===== src/rtl/memory_readback_pkg.sv =====
// Shared types and command/response constants for the memory readback path.
package memory_readback_pkg;

    typedef enum logic [1:0] {
        StIdle,
        StRdWait,
        StTx
    } state_e;

    typedef enum logic [1:0] {
        SeqIdle,
        SeqSend,
        SeqHold
    } seq_state_e;

    // Command byte 1 fields
    localparam int unsigned CmdRegSelBit   = 7;
    localparam int unsigned CmdBramSelMsb  = 6;
    localparam int unsigned CmdBramSelLsb  = 4;
    localparam int unsigned CmdAddrHiMsb   = 3;
    // Command byte 2 fields
    localparam int unsigned CmdAddrLoMsb   = 7;
    localparam int unsigned CmdAddrLoLsb   = 5;

    localparam int unsigned RespBytesPlain = 2;
    localparam int unsigned RespBytesEcho  = 3;
    localparam int unsigned RespBytesMax   = 3;
    localparam int unsigned RespCntW       = 2;

endpackage


===== src/rtl/memory_readback_tx_seq.sv =====
// uart_tx_sequencer: sends a loaded list of bytes to a UART transmitter under a
// busy/strobe handshake, ignoring busy for one cycle after each strobe.
module uart_tx_sequencer
    import memory_readback_pkg::*;
#(
    parameter int unsigned MaxBytes = 3
) (
    input  logic                              clk_i,
    input  logic                              rst_ni,
    input  logic                              load_i,
    input  logic [$clog2(MaxBytes+1)-1:0]     num_bytes_i,
    input  logic [MaxBytes-1:0][7:0]          bytes_i,
    input  logic                              tx_busy_i,
    output logic                              tx_wr_en_o,
    output logic [7:0]                        tx_data_o,
    output logic                              done_o
);

    localparam int unsigned CntW = $clog2(MaxBytes + 1);

    seq_state_e               state_q, state_d;
    logic [CntW-1:0]          idx_q, idx_d;
    logic [CntW-1:0]          num_q, num_d;
    logic [MaxBytes-1:0][7:0] bytes_q, bytes_d;

    always_comb begin
        state_d    = state_q;
        idx_d      = idx_q;
        num_d      = num_q;
        bytes_d    = bytes_q;
        tx_wr_en_o = 1'b0;
        done_o     = 1'b0;
        unique case (state_q)
            SeqIdle: begin
                if (load_i) begin
                    bytes_d = bytes_i;
                    num_d   = num_bytes_i;
                    idx_d   = '0;
                    state_d = SeqSend;
                end
            end
            SeqSend: begin
                if (!tx_busy_i) begin
                    tx_wr_en_o = 1'b1;
                    state_d    = SeqHold;
                end
            end
            SeqHold: begin
                // Transmitter raises busy one cycle after the strobe, so skip sampling it here
                if (idx_q == num_q - CntW'(1)) begin
                    done_o  = 1'b1;
                    state_d = SeqIdle;
                end else begin
                    idx_d   = idx_q + CntW'(1);
                    state_d = SeqSend;
                end
            end
            default: state_d = SeqIdle;
        endcase
    end

    assign tx_data_o = bytes_q[idx_q];

    always_ff @(posedge clk_i or negedge rst_ni) begin
        if (!rst_ni) begin
            state_q <= SeqIdle;
            idx_q   <= '0;
            num_q   <= '0;
            bytes_q <= '0;
        end else begin
            state_q <= state_d;
            idx_q   <= idx_d;
            num_q   <= num_d;
            bytes_q <= bytes_d;
        end
    end

endmodule


===== src/rtl/memory_readback.sv =====
// Two-byte UART read command -> single memory read -> serialized TX response.
// MEMORY_READBACK_ECHO_EN prefixes each response with command byte 1.
module memory_readback
    import memory_readback_pkg::*;
#(
    parameter int unsigned RD_LATENCY     = 1,
    parameter int unsigned TIMEOUT_CYCLES = 1000000
) (
    input  logic        clk,
    input  logic        reset_n,
    input  logic        uart_rx_wr_en,
    input  logic [7:0]  uart_rx_data,
    output logic        rd_en,
    output logic [3:0]  rd_sel,
    output logic [6:0]  rd_addr,
    input  logic [15:0] rd_data,
    output logic        tx_wr_en,
    output logic [7:0]  tx_data,
    input  logic        tx_busy,
    output logic        cmd_overrun,
    output logic        busy
);

    localparam int unsigned ToW  = $clog2(TIMEOUT_CYCLES + 1);
    localparam int unsigned LatW = 2;

    state_e                       state_q, state_d;
    logic                         byte_cnt_q, byte_cnt_d;
    logic [7:0]                   b1_q, b1_d;
    logic [ToW-1:0]               to_cnt_q, to_cnt_d;
    logic [LatW-1:0]              lat_cnt_q, lat_cnt_d;
    logic                         rd_en_q, rd_en_d;
    logic [3:0]                   rd_sel_q, rd_sel_d;
    logic [6:0]                   rd_addr_q, rd_addr_d;
    logic                         cmd_overrun_q, cmd_overrun_d;
    logic                         seq_load, seq_done;
    logic [7:0]                   resp_hi, resp_lo;
    logic [RespBytesMax-1:0][7:0] resp_bytes;
    logic [RespCntW-1:0]          resp_num;

    always_comb begin
        resp_lo = rd_data[7:0];
        if (rd_sel_q[3]) begin
            resp_hi = rd_data[15:8];
        end else begin
            resp_hi = {4'h0, rd_data[11:8]};
        end
    end

`ifdef MEMORY_READBACK_ECHO_EN
    assign resp_bytes = {resp_lo, resp_hi, b1_q};
    assign resp_num   = RespCntW'(RespBytesEcho);
`else
    assign resp_bytes = {8'h00, resp_lo, resp_hi};
    assign resp_num   = RespCntW'(RespBytesPlain);
`endif

    always_comb begin
        state_d       = state_q;
        byte_cnt_d    = byte_cnt_q;
        b1_d          = b1_q;
        to_cnt_d      = to_cnt_q;
        lat_cnt_d     = lat_cnt_q;
        rd_en_d       = 1'b0;
        rd_sel_d      = rd_sel_q;
        rd_addr_d     = rd_addr_q;
        cmd_overrun_d = uart_rx_wr_en && (state_q != StIdle);
        seq_load      = 1'b0;
        unique case (state_q)
            StIdle: begin
                if (uart_rx_wr_en) begin
                    to_cnt_d = '0;
                    if (!byte_cnt_q) begin
                        b1_d       = uart_rx_data;
                        byte_cnt_d = 1'b1;
                    end else begin
                        byte_cnt_d = 1'b0;
                        rd_en_d    = 1'b1;
                        rd_sel_d   = {b1_q[CmdRegSelBit], b1_q[CmdBramSelMsb:CmdBramSelLsb]};
                        if (b1_q[CmdRegSelBit]) begin
                            rd_addr_d = {3'b000, b1_q[CmdAddrHiMsb:0]};
                        end else begin
                            rd_addr_d = {b1_q[CmdAddrHiMsb:0],
                                         uart_rx_data[CmdAddrLoMsb:CmdAddrLoLsb]};
                        end
                        lat_cnt_d  = '0;
                        state_d    = StRdWait;
                    end
                end else if (byte_cnt_q) begin
                    // Stale partial command is dropped after the idle window
                    if (to_cnt_q == ToW'(TIMEOUT_CYCLES - 1)) begin
                        byte_cnt_d = 1'b0;
                        to_cnt_d   = '0;
                    end else begin
                        to_cnt_d = to_cnt_q + ToW'(1);
                    end
                end
            end
            StRdWait: begin
                if (lat_cnt_q == LatW'(RD_LATENCY)) begin
                    seq_load = 1'b1;
                    state_d  = StTx;
                end else begin
                    lat_cnt_d = lat_cnt_q + LatW'(1);
                end
            end
            StTx: begin
                if (seq_done) begin
                    state_d = StIdle;
                end
            end
            default: state_d = StIdle;
        endcase
    end

    always_ff @(posedge clk or negedge reset_n) begin
        if (!reset_n) begin
            state_q       <= StIdle;
            byte_cnt_q    <= 1'b0;
            b1_q          <= '0;
            to_cnt_q      <= '0;
            lat_cnt_q     <= '0;
            rd_en_q       <= 1'b0;
            rd_sel_q      <= '0;
            rd_addr_q     <= '0;
            cmd_overrun_q <= 1'b0;
        end else begin
            state_q       <= state_d;
            byte_cnt_q    <= byte_cnt_d;
            b1_q          <= b1_d;
            to_cnt_q      <= to_cnt_d;
            lat_cnt_q     <= lat_cnt_d;
            rd_en_q       <= rd_en_d;
            rd_sel_q      <= rd_sel_d;
            rd_addr_q     <= rd_addr_d;
            cmd_overrun_q <= cmd_overrun_d;
        end
    end

    uart_tx_sequencer #(
        .MaxBytes (RespBytesMax)
    ) u_tx_seq (
        .clk_i       (clk),
        .rst_ni      (reset_n),
        .load_i      (seq_load),
        .num_bytes_i (resp_num),
        .bytes_i     (resp_bytes),
        .tx_busy_i   (tx_busy),
        .tx_wr_en_o  (tx_wr_en),
        .tx_data_o   (tx_data),
        .done_o      (seq_done)
    );

    assign rd_en       = rd_en_q;
    assign rd_sel      = rd_sel_q;
    assign rd_addr     = rd_addr_q;
    assign cmd_overrun = cmd_overrun_q;
    assign busy        = (state_q != StIdle);

endmodule


===== config.mk =====
export PLATFORM = sky130hd
export DESIGN_NAME = memory_readback
export DESIGN_NICKNAME = d
export VERILOG_FILES = /design/src/rtl/memory_readback_pkg.sv /design/src/rtl/memory_readback_tx_seq.sv /design/src/rtl/memory_readback.sv
export SDC_FILE = /design/constraint.sdc
export NUM_CORES = 1
export LEC_CHECK = 0
export ABC_AREA = 1
export CAP_MARGIN = 20
export CELL_PAD_IN_SITES_DETAIL_PLACEMENT = 0
export CELL_PAD_IN_SITES_GLOBAL_PLACEMENT = 1
export CORE_ASPECT_RATIO = 1.25
export CORE_UTILIZATION = 31
export DETAILED_ROUTE_END_ITERATION = 12
export DONT_BUFFER_PORTS = 1
export PLACE_DENSITY = 0.64
export RECOVER_POWER = 25
export SLEW_MARGIN = 25
export SYNTH_ARGS = -nofsm -noshare
export SYNTH_HDL_FRONTEND = slang
export SYNTH_SLANG_ARGS = --single-unit

===== constraint.sdc =====
create_clock -name clk -period 3.7 [get_ports clk]
set_input_delay 1.11 -clock clk [delete_from_list [all_inputs] [get_ports clk]]
set_output_delay 1.11 -clock clk [all_outputs]
set_load 0.005 [all_outputs]

==> key figures <==
Status
  • Outcome: completed

Drt
  • DRC violations left: 0
  • WL/cell: approximately 13 um
  • Routed WL: about 6900 um
  • Vias per inst: approximately 4.7
  • Initial DRC Count: 112
  • Vias after detailed routing: about 2,500
  • DRT Pass-1 Iters: 6
  • Final ANT Viol Nets: 0

STA
  • Period utilization: between 60% and 70%
  • RSZ-0062 raised after global routing: false
  • Final setup violation count: 0
  • Slew of the pin with the lowest slew margin: 0.565 ns
  • Slew margin rel.: slightly above 60%
  • Tmin final: about 2.4 ns
  • Final Hold Fails: 0
  • Clock Skew: 0.00479 ns
  • Total negative slack: 0 ns
  • Fmax: 411 MHz
  • Fin. max-slew vios: 0

Yosys
  • Syn Nets: roughly 430
  • Post-synth top area share: a little over half
  • Mean area per synthesized cell: 8.09 um^2
  • Cell taking the most area after synthesis: dfrtp_1
  • Yosys cell types: 32
  • Syn. warnings: 0
  • Synth area leaders: dfrtp_1, nand2_1, nor2_1
  • Register bit total from synthesis: 67
  • Mapped Cells: 395
  • Cell area after synthesis: ~3200 um^2
  • Sequential area share after synthesis: 52.5%

Layout
  • Layout fillers: approximately 1,100
  • Commonest non-fill, non-tap cell in the layout: nand2_1
  • Layout Cells excl Fill: 532
  • Antenna diode count: 0
  • Share of cells above drive strength 1: 9.68%
  • Layout net count: 428
  • Area delta synth->final: 12.8%
  • Finished Core Util: between 30% and 40%
  • Highest-count cells in the layout ignoring fill and taps: nand2_1, dfrtp_1, nor2_1

GRT
  • First-pass GRT wire length: 11,700 um
  • Vias in the first global route: 2,355
  • All-Layer GR Usage: 14.3%
  • Largest net degree at the start of global routing: 68
  • GR Overflow Total: 0
  • Initial antenna violation count: 0

Hold path
  • Worst Hold Class: in -> async

Clocking
  • CTS Buf Count: 9
  • Setup Fix Bufs, Post-CTS: 0
  • Clock Latency Late Sink: about 0.33 ns
  • Clock transition at path regs: 0.06 ns
  • Clock buffer depth: 2
  • H-tree depth: 3
  • Post_cts resized: 0
  • Root Buffer Master: clkbuf_16
  • Cts hold-fix bufs: 0
  • CTS tree: built
  • Total clock sinks: 67

Pwr
  • Pwr/cell area: roughly 730 nW/um^2
  • Peak supply drop: 0.285 mV
  • Leakage: between 1.5 and 2 nW
  • Design Power: approximately 0.0026 W

Placed design
  • Routability cong.: roughly 0.75
  • Post-DP HPWL: 4790 um
  • Dpl cells: ~520
  • PortBufs: 0

Run
  • Max-cap violations: 0

Setup path
  • Worst setup startpoint: u_tx_seq.idx_q[0]
  • Setup crit start kind: register
  • R2r endpoint: rd_addr[5]
  • Worst r2r src: state_q[1]
  • Reg2reg setup slack: a little under 2 ns
  • R2r worst-path depth: 4
  • CP Capture Type: output pin
  • Crit path to: tx_data[4]
  • Data required, critical path: approximately 2.6 ns
  • Setup CP Type: reg -> out
  • Worst EP arrival: between 1 and 1.5 ns
  • Worst-path maximum fanout: 14

Die
  • Core Rows: between 40 and 50
  • Die width: 92.8 um
  • Initial core utilization: between 30% and 40%
  • Die area: approximately 11,000 um^2
  • Die height: between 100 and 150 um
  • IO Pins: slightly above 50
  • Core Area: slightly above 10,000 um^2
[area by class of cell]
cell class	instances	area, um^2	area share, %
well taps	129	161	4.48
flip-flops and latches	67	1680	46.5
multi-input cells	280	1330	36.8
clock buffers	11	253	7.01
clock inverters	5	37.5	1.04
inverters	40	151	4.20
[cell families (layout without fill, tap and decap cells)]
family | Yosys count | after routing | share of synthesized area, %
compound gates | 45 | 45 | 7.79
xor+xnor | 7 | 7 | 1.92
fa+ha+maj | 2 | 2 | 0.783
buf+inv | 48 | 56 | 6.07
flops | 67 | 67 | 52.5
mux | 3 | 3 | 1.06
simple gates | 223 | 223 | 29.9
[metal layers]
metal / wire length, um / track usage [%] / vias up
met5: 0 / 0 / -
met4: 174 / 8.31 / 0
met3: 273 / 3.08 / 10
met2: 3300 / 23.0 / 49
met1: 3150 / 17.8 / 1176
li1: - / - / 1261
[flip-flops by register name (all words and copies together), names as in the netlist]
name	flops
b1_q	8
byte_cnt_q	1
cmd_overrun	1
lat_cnt_q	2
rd_addr	7
rd_en	1
rd_sel	4
state_q	2
to_cnt_q	20
u_tx_seq.bytes_q	16
u_tx_seq.idx_q	2
u_tx_seq.num_q	1
u_tx_seq.state_q	2
[worst min-delay path by stage]
stage / startpoint / cells after the start / to
2_1_floorplan: b1_q[5] / 2 / rd_sel[1]
3_3_place_gp: b1_q[6] / 2 / rd_sel[2]
3_5_place_dp: u_tx_seq.bytes_q[12] / 2 / u_tx_seq.bytes_q[12]
4_1_cts: reset_n / 0 / u_tx_seq.bytes_q[4]
5_1_grt: reset_n / 0 / u_tx_seq.bytes_q[15]
6_report: reset_n / 0 / u_tx_seq.bytes_q[15]
[cells in the mapped netlist]
library cell    n
a21oi_1         6
a22o_1          3
a31o_1          1
a31oi_1         1
buf_1           1
buf_2           1
buf_4           1
buf_6           1
clkbuf_1        4
clkinv_2        1
dfrtp_1        67
ha_1            2
inv_1          32
inv_2           7
mux2_1          3
nand2_1       122
nand2_2         5
nand3_1        15
nand3_2         1
nand4_1         9
nor2_1         60
nor2_2          3
nor2_4          4
nor2_8          1
nor3_1          2
o21ai_0        20
o21ai_1        11
o21bai_1        1
o31ai_1         2
or2_2           1
xnor2_1         3
xor2_1          4
[power by group]
part           internal [W]  switching [W]
clock              0.000490       0.000323
sequential         0.000980       0.000188
combinational      0.000234       0.000431
[critical path, cell delays in order, from the launching register on]
cell,delay (ns)
dfrtp_1,0.45
inv_2,0.23
o21ai_0,0.12
a21oi_1,0.19
[per-stage QoR]
| stage | hold slack, ns | cell area (um^2) | setup WS [ns] |
|---|---|---|---|
| after floorplan | 0.442 | 3200 | 1.37 |
| after global placement | 0.453 | 3310 | 1.35 |
| after detailed placement | 0.460 | 3310 | 1.36 |
| after CTS | 0.457 | 3600 | 1.22 |
| after global routing | 0.452 | 3600 | 1.18 |
| final | 0.470 | 3600 | 1.27 |
Note: power is estimated with default switching activity, not from simulation.
